**config.mk**
```make
export PLATFORM = sky130hd
export DESIGN_NAME = instruction_fetch_sequencer_flat
export DESIGN_NICKNAME = d
export VERILOG_FILES = /design/src/rtl/cpu_defs_pkg.sv /design/src/rtl/instruction_fetch_sequencer_if.sv /design/src/rtl/fetch_instr_fifo.sv /design/src/rtl/instruction_fetch_sequencer.sv /design/src/flat_wrapper.sv
export SDC_FILE = /design/constraint.sdc
export NUM_CORES = 1
export LEC_CHECK = 0
export ABC_AREA = 1
export CAP_MARGIN = 10
export CELL_PAD_IN_SITES_DETAIL_PLACEMENT = 0
export CELL_PAD_IN_SITES_GLOBAL_PLACEMENT = 1
export CORE_UTILIZATION = 34
export DETAILED_ROUTE_END_ITERATION = 10
export GPL_TIMING_DRIVEN = 0
export PLACE_DENSITY_LB_ADDON = 0.1
export SETUP_SLACK_MARGIN = 0.4
export SYNTH_ARGS = -nofsm -noshare
export SYNTH_HDL_FRONTEND = slang
export SYNTH_SLANG_ARGS = --single-unit
export TNS_END_PERCENT = 10
```
**constraint.sdc**
```tcl
create_clock -name clk_i -period 2.2 [get_ports clk_i]
set_input_delay 0.55 -clock clk_i [delete_from_list [all_inputs] [get_ports clk_i]]
set_output_delay 0.55 -clock clk_i [all_outputs]
set_load 0.01 [all_outputs]
```
**src/rtl/cpu_defs_pkg.sv**
```systemverilog
// cpu_defs_pkg: ARF control codes, fetch FSM encoding and byte-assembly helper shared by the fetch path.
package cpu_defs_pkg;
    typedef enum logic [2:0] {FS_DEC = 3'b000, FS_INC = 3'b001, FS_LOAD = 3'b010, FS_CLR = 3'b011} funsel_e;
    typedef enum logic [2:0] {RS_PC = 3'b011, RS_NONE = 3'b111} regsel_e;
    typedef enum logic [1:0] {SEL_PC = 2'b00, SEL_AR = 2'b10, SEL_SP = 2'b11} outsel_e;
    typedef enum logic [1:0] {S_INIT, S_FETCH0, S_FETCH1, S_HOLD} fetch_state_e;
    function automatic logic [15:0] assemble(input logic lo_first, input logic [7:0] first, input logic [7:0] second);
        return lo_first ? {second, first} : {first, second};
    endfunction
endpackage

```
**src/rtl/instruction_fetch_sequencer_if.sv**
```systemverilog
// instruction_fetch_sequencer_if: memory, ARF-control and decoder handshake bundle of the fetch sequencer.
interface instruction_fetch_sequencer_if;
    logic [7:0]  mem_data;
    logic        mem_ready;
    logic        mem_read;
    logic [1:0]  arf_outdsel;
    logic [2:0]  arf_funsel;
    logic [2:0]  arf_regsel;
    logic        flush;
    logic [15:0] instr;
    logic        instr_valid;
    logic        instr_ready;
    modport master (
        input  mem_data, mem_ready, flush, instr_ready,
        output mem_read, arf_outdsel, arf_funsel, arf_regsel, instr, instr_valid
    );
    modport slave (
        output mem_data, mem_ready, flush, instr_ready,
        input  mem_read, arf_outdsel, arf_funsel, arf_regsel, instr, instr_valid
    );
endinterface

```
**src/rtl/fetch_instr_fifo.sv**
```systemverilog
// fetch_instr_fifo: in-order instruction queue of depth 1 or 2; the head always sits in slot 0.
module fetch_instr_fifo #(
    parameter int DEPTH = 1
) (
    input  logic        clk_i,
    input  logic        rst_i,
    input  logic        clear_i,
    input  logic        push_i,
    input  logic [15:0] data_i,
    input  logic        pop_ready_i,
    output logic        pop_valid_o,
    output logic [15:0] data_o,
    output logic        full_next_o
);
    localparam int CW = $clog2(DEPTH + 1);
    logic [DEPTH*16-1:0] mem_q, mem_d;
    logic [CW-1:0] count_q, count_d;
    logic pop;
    assign pop_valid_o = count_q != '0;
    assign pop = pop_valid_o && pop_ready_i;
    assign data_o = mem_q[15:0];
    assign count_d = count_q + CW'(push_i) - CW'(pop);
    assign full_next_o = count_d == CW'(DEPTH);
    // Pop shifts toward slot 0 first, so a same-cycle push lands just behind the survivors.
    always_comb begin
        mem_d = pop ? mem_q >> 16 : mem_q;
        for (int i = 0; i < DEPTH; i++)
            if (push_i && i == int'(count_q) - int'(pop)) mem_d[i*16 +: 16] = data_i;
    end
    always_ff @(posedge clk_i) begin
        if (rst_i || clear_i) begin
            mem_q <= '0;
            count_q <= '0;
        end else begin
            mem_q <= mem_d;
            count_q <= count_d;
        end
    end
endmodule

```
**src/rtl/instruction_fetch_sequencer.sv**
```systemverilog
// instruction_fetch_sequencer: PC-addressed byte fetch into 16-bit instructions handed over valid/ready.
// Define PREFETCH_EN for a 2-entry instruction queue that keeps fetching while the head waits.
module instruction_fetch_sequencer
    import cpu_defs_pkg::*;
#(
    parameter bit RESET_PC_CLEAR = 1'b1,
    parameter bit LO_FIRST = 1'b1
) (
    input logic clk_i,
    input logic rst_i,
    instruction_fetch_sequencer_if.master bus
);
`ifdef PREFETCH_EN
    localparam int DEPTH = 2;
`else
    localparam int DEPTH = 1;
`endif
    fetch_state_e state_q, state_d;
    logic [7:0] byte0_q, byte0_d;
    logic [15:0] head_data, push_data;
    logic fetching, take, push, pop, head_valid, full_next, pc_clr, pc_wr;
    assign fetching = state_q == S_FETCH0 || state_q == S_FETCH1;
    assign take = fetching && bus.mem_ready && !bus.flush;
    assign push = take && state_q == S_FETCH1;
    assign pop = head_valid && bus.instr_ready && !bus.flush;
    assign push_data = assemble(LO_FIRST, byte0_q, bus.mem_data);
    always_comb begin
        state_d = state_q;
        byte0_d = byte0_q;
        if (bus.flush) state_d = S_FETCH0;
        else if (state_q == S_INIT) state_d = S_FETCH0;
        else if (take && state_q == S_FETCH0) begin
            state_d = S_FETCH1;
            byte0_d = bus.mem_data;
        end
        else if (push) state_d = full_next ? S_HOLD : S_FETCH0;
        else if (state_q == S_HOLD && pop) state_d = S_FETCH0;
    end
    always_ff @(posedge clk_i) begin
        if (rst_i) begin
            state_q <= S_INIT;
            byte0_q <= '0;
        end else begin
            state_q <= state_d;
            byte0_q <= byte0_d;
        end
    end
    // Reset and flush gate every ARF write so the PC never moves in those cycles.
    assign pc_clr = RESET_PC_CLEAR && state_q == S_INIT;
    assign pc_wr = !rst_i && (take || (pc_clr && !bus.flush));
    assign bus.arf_outdsel = SEL_PC;
    assign bus.arf_regsel = pc_wr ? RS_PC : RS_NONE;
    assign bus.arf_funsel = !pc_wr ? FS_DEC : take ? FS_INC : FS_CLR;
    assign bus.mem_read = !rst_i && !bus.flush && fetching;
    assign bus.instr_valid = !rst_i && !bus.flush && head_valid;
    assign bus.instr = rst_i ? '0 : head_data;
    fetch_instr_fifo #(.DEPTH(DEPTH)) u_fifo (
        .clk_i       (clk_i),
        .rst_i       (rst_i),
        .clear_i     (bus.flush),
        .push_i      (push),
        .data_i      (push_data),
        .pop_ready_i (bus.instr_ready && !bus.flush),
        .pop_valid_o (head_valid),
        .data_o      (head_data),
        .full_next_o (full_next)
    );
endmodule

```
**src/flat_wrapper.sv**
```systemverilog
// flat-port wrapper written by rule: the top's interface ports become plain ports
module instruction_fetch_sequencer_flat import cpu_defs_pkg::*;
#(
    parameter bit RESET_PC_CLEAR = 1'b1,
    parameter bit LO_FIRST = 1'b1
)
  (clk_i, rst_i, bus_mem_data, bus_mem_ready, bus_flush, bus_instr_ready, bus_mem_read, bus_arf_outdsel, bus_arf_funsel, bus_arf_regsel, bus_instr, bus_instr_valid);
  instruction_fetch_sequencer_if bus_i ();
  input logic clk_i;
  input logic rst_i;
  input wire logic [$bits(bus_i.mem_data)-1:0] bus_mem_data;
  input wire logic [$bits(bus_i.mem_ready)-1:0] bus_mem_ready;
  input wire logic [$bits(bus_i.flush)-1:0] bus_flush;
  input wire logic [$bits(bus_i.instr_ready)-1:0] bus_instr_ready;
  output wire logic [$bits(bus_i.mem_read)-1:0] bus_mem_read;
  output wire logic [$bits(bus_i.arf_outdsel)-1:0] bus_arf_outdsel;
  output wire logic [$bits(bus_i.arf_funsel)-1:0] bus_arf_funsel;
  output wire logic [$bits(bus_i.arf_regsel)-1:0] bus_arf_regsel;
  output wire logic [$bits(bus_i.instr)-1:0] bus_instr;
  output wire logic [$bits(bus_i.instr_valid)-1:0] bus_instr_valid;
  assign bus_i.mem_data = bus_mem_data;
  assign bus_i.mem_ready = bus_mem_ready;
  assign bus_i.flush = bus_flush;
  assign bus_i.instr_ready = bus_instr_ready;
  assign bus_mem_read = bus_i.mem_read;
  assign bus_arf_outdsel = bus_i.arf_outdsel;
  assign bus_arf_funsel = bus_i.arf_funsel;
  assign bus_arf_regsel = bus_i.arf_regsel;
  assign bus_instr = bus_i.instr;
  assign bus_instr_valid = bus_i.instr_valid;
  instruction_fetch_sequencer #(.RESET_PC_CLEAR(RESET_PC_CLEAR), .LO_FIRST(LO_FIRST)) u_core (.clk_i(clk_i), .rst_i(rst_i), .bus(bus_i));
endmodule
```
After elaboration in Yosys (flattened, before gate mapping):

Cells that the tools add are included.

* output and inout bits: 26
* register bits after elaboration: 27
* logic and storage cells: 52
* input port bits: 13

* eq/ne operators: 3
* multiplexer cells: 12
* reduce and logical (&&, ||, !) cells: 27
* bitwise logic cells: 2
* add/sub/neg operators: 3

Operators with widths (number)
* 16-bit two-way mux: 3
* 32-bit logical NOT: 1
* 1-bit logical AND: 15
* 2-bit two-way mux: 5
* 3-bit two-way mux: 2
* 5-bit nonzero test: 1
* 2-bit equality test, second input constant: 2
* 1-bit logical OR: 3
* 3-bit AND reduction: 1
* 3-bit nonzero test: 1
* 3-bit OR reduction: 1
* 2-bit by 1-bit equality test with 1-bit output, second input constant: 1
* 1-bit logical NOT: 2
* 2-bit logical NOT: 1
* 1-bit two-way mux: 2
* 1-bit NOT: 2
* 2-bit nonzero test: 1
* 1-bit by 1-bit subtractor with 2-bit output: 1
* 1-bit adder: 1
* 1-bit subtractor: 1

Depth between registers and ports, before layout:

* depth in word-level cells: 12
* mapped depth: 8
* depth with buffers taken out: 8

Cells and area by module:

Synthesis repeated with hierarchy kept, for this count alone.

* cells, all modules: 200
* area, all modules: 1412.6 um2

Modules (own cells, without submodules)
* instruction_fetch_sequencer: instances 1, cells an instance 118, sequential area each 200.2 um2, area each 714.4 um2
* fetch_instr_fifo: instances 1, cells an instance 82, sequential area each 340.3 um2, area each 698.2 um2

Least setup slack after synthesis:

OpenSTA, ideal clock, no wires.

* path kind: register -> output
* start point: register u_core.state_q[0]
* end point: output port bus_arf_funsel[0]
* stages on the path, launching flop included: 8
* buffers on the path: 1
* arrival time: 1.467 ns
* slack: 0.183 ns
* data required time: 1.650 ns
* cells stage by stage: dfxtp_1 -> inv_1 -> ha_1 -> nand2_2 -> inv_1 -> o21ai_0 -> inv_1 -> buf_4

* longest elaborated chain between the ends: 7
* elaborated cells between the ends (all ways): 10
* those cells by class: eq/ne (2); mux (1); reduce/logical (7)

Ends and longest elaborated chain
* from (decl): RTL line instruction_fetch_sequencer.sv:18 `fetch_state_e state_q, state_d;`
* from (signal assigned): RTL line instruction_fetch_sequencer.sv:44 `state_q <= state_d;`
* 2-bit by 1-bit equality test with 1-bit output / 2-bit equality test (equally long branches): RTL line instruction_fetch_sequencer.sv:22 `assign fetching = state_q == S_FETCH0 || state_q == S_FETCH1;`
* 1-bit logical OR: RTL line instruction_fetch_sequencer.sv:22
* 1-bit logical AND (2 in a row): RTL line instruction_fetch_sequencer.sv:23 `assign take = fetching && bus.mem_ready && !bus.flush;`
* 1-bit logical OR *: RTL line instruction_fetch_sequencer.sv:50 `assign pc_wr = !rst_i && (take || (pc_clr && !bus.flush));`
* 1-bit logical AND *: RTL line instruction_fetch_sequencer.sv:50
* via u_core.pc_wr: RTL line instruction_fetch_sequencer.sv:21 `logic fetching, take, push, pop, head_valid, full_next, pc_clr, pc_wr;`
* 3-bit two-way mux *: RTL line instruction_fetch_sequencer.sv:53 `assign bus.arf_funsel = !pc_wr ? FS_DEC : take ? FS_INC : FS_CLR;`
* to (decl): RTL line flat_wrapper.sv:17 `output wire logic [$bits(bus_i.arf_funsel)-1:0] bus_arf_funsel;`

The timed path passes the listed nets; every way through them passes the cells marked *.

Final worst setup path:

* start point: register u_core.state_q[1]
* end point: output port bus_arf_funsel[0]

The elaborated chain is that of the path after synthesis.

==> metrics.md <==
| Metric | Value |
|---|---|
| Critical R2R Launch | u_core.state_q[0] |
| Number of global-route vias before repair | 1327 |
| Final non-filler cell area | 1980 um2 |
| Count of different cell masters after synthesis | 25 |
| Wire length reported by the detailed router | 3.44 mm |
| Crit path launch | u_core.state_q[1] |
| Number of nets with antenna violations after detailed routing | 0 |
| Utilization after layout | 0.489 |
| Maximum vdd ir drop | 0.282 mV |
| Layout Nets | 257 |
| Final max-slew violation count | 0 |
| FF-to-FF path depth | 9 |
| CTS tree | yes |
| Max Clk Rate | 0.505 GHz |
| Clock Pin Slew Worst Setup and Hold Paths | 0.10 ns |
| Crit. End Element | output pin |
| Master cell of the clock root buffer | sky130_fd_sc_hd__clkbuf_8 |
| Top-area cell type share of the netlist area | 0.372 |
| Synth area leader | sky130_fd_sc_hd__dfxtp_1 |
| Post-route minimum period | 1.98 ns |
| Endpoint of the most critical register-to-register path | u_core.u_fifo.data_o[14] |
| Leak Pwr | 0.787 nW |
| Initial cell density of the core | 0.358 |
| Pin count of the biggest net entering global routing | 17 |
| Number of design rule violations left after detail routing | 0 |
| DR vias | 1332 |
| Count of warnings emitted by yosys | 0 |
| Site row count | 23 |
| Nature of the critical path startpoint | register |
| Number of cells in the design after placement | 276 |
| Global-route wire length before repair | 5.78 mm |
| Num CTS Buffers | 3 |
| Number of inserted diodes | 0 |
| Weighted congestion at the end of routability-driven global placement | 0.861 |
| Critical path destination | bus_arf_funsel[0] |
| Area of the core | 4060 um2 |
| Detailed Place HPWL | 2.55 mm |
| Number of max-capacitance violations reported | 0 |
| Total gr overflow | 0 |
| Width of the die | 67.4 um |
| Post-synthesis sequential element count | 27 |
| TritonCTS sink count | 27 |
| Cell Area, Synth | 1450 um2 |
| Synthesized instance count | 191 |
| Worst min path class | register to register |
| Worst hold slack across all endpoints | 0.476 ns |
| Number of antenna violations at the first check in global routing | 0 |
| Number of levels the H-tree was split into | 1 |
| Worst reg-to-reg setup slack | 0.58 ns |
| Initial detailed-routing violation count | 96 |
| Crit Path Max Fanout | 2 |
| Fraction of final layout cells sized beyond drive strength 1 | 0.272 |
| Required @ worst endpoint | 1.65 ns |
| Placement-stage cell area | 1870 um2 |
| Total of endpoints with negative setup slack in the final report | 0 |
| Detailed-route vias per instance | 4.61 |
| Syn Area/Cell | 7.61 um2 |
| Worst Setup Path Type | register to output pin |
| Initial DRT Pass Iterations | 4 |
| Area delta synth->final | 36.5% |
| Synth area leaders | sky130_fd_sc_hd__dfxtp_1, sky130_fd_sc_hd__nor2_1, sky130_fd_sc_hd__nand3_1 |
| Chip height | 67.4 um |
| Run status | completed |
| Accumulated negative setup slack | 0 ns |
| Post-DR wirelength/cell | 11.9 um |
| RSZ-0062 raised after global routing | true |
| CP arrival | 1.43 ns |
| Full die area | 4540 um2 |
| Final Hold Fails | 0 |
| Gr usage total | 0.172 |
| Non-filler cells in the finished layout | 289 |
| Fin Clk Skew | 0.00514 ns |
| Deepest clock path buffer count | 2 |
| Clock network latency to the later pin of the worst-skew pair | 0.28 ns |
| Power density relative to cell area | 460 nW/um2 |
| Number of buffer cells added on primary ports | 32 |
| Sequential element share of the synthesized area | 0.372 |
| Total I/O pin count | 39 |
| Final period util | 0.900 |
-- routing by layer --
metal	up-vias	share of wire	wire (um)	global-route usage
li1	696	-	-	-
met3	4	0.039	133	0.0338
met4	0	0.011	39	0.0399
met1	607	0.45	1550	0.202
met2	25	0.50	1720	0.315
met5	-	0	0	0
-- critical path, stage by stage, from the launching register on --
cell and delay (ns):
sky130_fd_sc_hd__dfxtp_2 0.35, sky130_fd_sc_hd__inv_2 0.05, sky130_fd_sc_hd__ha_4 0.25, sky130_fd_sc_hd__nand2_4 0.07
sky130_fd_sc_hd__inv_2 0.03, sky130_fd_sc_hd__o21ai_2 0.13, sky130_fd_sc_hd__inv_2 0.06, sky130_fd_sc_hd__buf_6 0.11
sky130_fd_sc_hd__buf_6 0.11
-- state kept, by name, summed over array words and instances, names as in the netlist --
name and flops:
u_core.u_fifo.pop_valid_o 1, u_core.state_q 2, u_core.byte0_q 8, u_core.u_fifo.data_o 16
-- cell usage after synthesis --
master,number
sky130_fd_sc_hd__a21oi_1,13
sky130_fd_sc_hd__a21oi_2,4
sky130_fd_sc_hd__buf_1,1
sky130_fd_sc_hd__buf_2,1
sky130_fd_sc_hd__buf_4,6
sky130_fd_sc_hd__buf_6,3
sky130_fd_sc_hd__buf_8,1
sky130_fd_sc_hd__clkbuf_8,1
sky130_fd_sc_hd__clkinv_2,2
sky130_fd_sc_hd__conb_1,2
sky130_fd_sc_hd__dfxtp_1,27
sky130_fd_sc_hd__ha_1,4
sky130_fd_sc_hd__inv_1,25
sky130_fd_sc_hd__inv_2,2
sky130_fd_sc_hd__nand2_1,6
sky130_fd_sc_hd__nand2_2,3
sky130_fd_sc_hd__nand3_1,26
sky130_fd_sc_hd__nand3_2,9
sky130_fd_sc_hd__nand3_4,2
sky130_fd_sc_hd__nand4_1,1
sky130_fd_sc_hd__nand4_2,1
sky130_fd_sc_hd__nor2_1,39
sky130_fd_sc_hd__nor2_4,1
sky130_fd_sc_hd__nor3_1,2
sky130_fd_sc_hd__o21ai_0,9
-- cells in the final DEF, fill, tap and decap left out, types with 3 or more instances in the layout --
master	instances
sky130_fd_sc_hd__a21oi_1	13
sky130_fd_sc_hd__a21oi_2	4
sky130_fd_sc_hd__buf_2	4
sky130_fd_sc_hd__buf_4	14
sky130_fd_sc_hd__buf_6	7
sky130_fd_sc_hd__clkbuf_8	4
sky130_fd_sc_hd__clkdlybuf4s50_1	15
sky130_fd_sc_hd__conb_1	5
sky130_fd_sc_hd__dfxtp_1	25
sky130_fd_sc_hd__dlygate4sd2_1	11
sky130_fd_sc_hd__ha_1	3
sky130_fd_sc_hd__inv_1	21
sky130_fd_sc_hd__inv_2	5
sky130_fd_sc_hd__nand2_1	6
sky130_fd_sc_hd__nand3_1	26
sky130_fd_sc_hd__nand3_2	9
sky130_fd_sc_hd__nor2_1	38
sky130_fd_sc_hd__o21ai_0	8
-- how the worst min path moves through the flow --
stage	startpoint	end	slack, ns	depth (start not counted)
6_report	u_core.u_fifo.data_o[0]	u_core.u_fifo.data_o[0]	0.48	2
5_1_grt	u_core.u_fifo.data_o[0]	u_core.u_fifo.data_o[0]	0.50	2
4_1_cts	u_core.u_fifo.data_o[0]	u_core.u_fifo.data_o[0]	0.48	2
3_5_place_dp	u_core.u_fifo.data_o[0]	u_core.u_fifo.data_o[0]	0.47	2
3_3_place_gp	u_core.u_fifo.data_o[5]	u_core.u_fifo.data_o[5]	0.46	2
2_1_floorplan	u_core.u_fifo.data_o[0]	u_core.u_fifo.data_o[0]	0.45	2
-- kinds of logic after synthesis --
kind of cell,share of synthesized area
flip-flops,0.372
AO/OA/AOI/OAI,0.0998
other,0.00517
adder cells (fa/ha/maj),0.0344
AND/OR/NAND/NOR,0.332
buffers and inverters,0.157
-- stage by stage --
stage	setup slack, ns	total power, W
after CTS	0.227	0.000917
final	0.220	0.000913
after global placement	-0.620	0.000611
after detailed placement	-0.623	0.000613
after global routing	0.178	0.000947
after floorplan	0.398	0.000567
-- where the power goes --
part | switching [W] | internal, W | leakage, nW
clock network | 0.000164 | 0.000129 | 0.0217
registers | 0.00000307 | 0.000493 | 0.219
logic | 0.0000631 | 0.0000607 | 0.547
-- cell type report --
type | instances | area, um2
clock buffers | 3 | 41.3
multi-input cells | 125 | 726
fillers | 419 | 2070
plain buffers | 13 | 130
flip-flops and latches | 27 | 543
repair buffers | 41 | 360
clock inverters | 1 | 7.51
inverters | 29 | 114
well taps | 50 | 62.6
-- what timing repair did --
action,CTS,global route
setup endpoints to repair,21,21
gates resized for setup,49,2
pin swaps,5,0
hold buffers,0,0
buffers inserted,9,0
(Power assumes the default switching activity.)
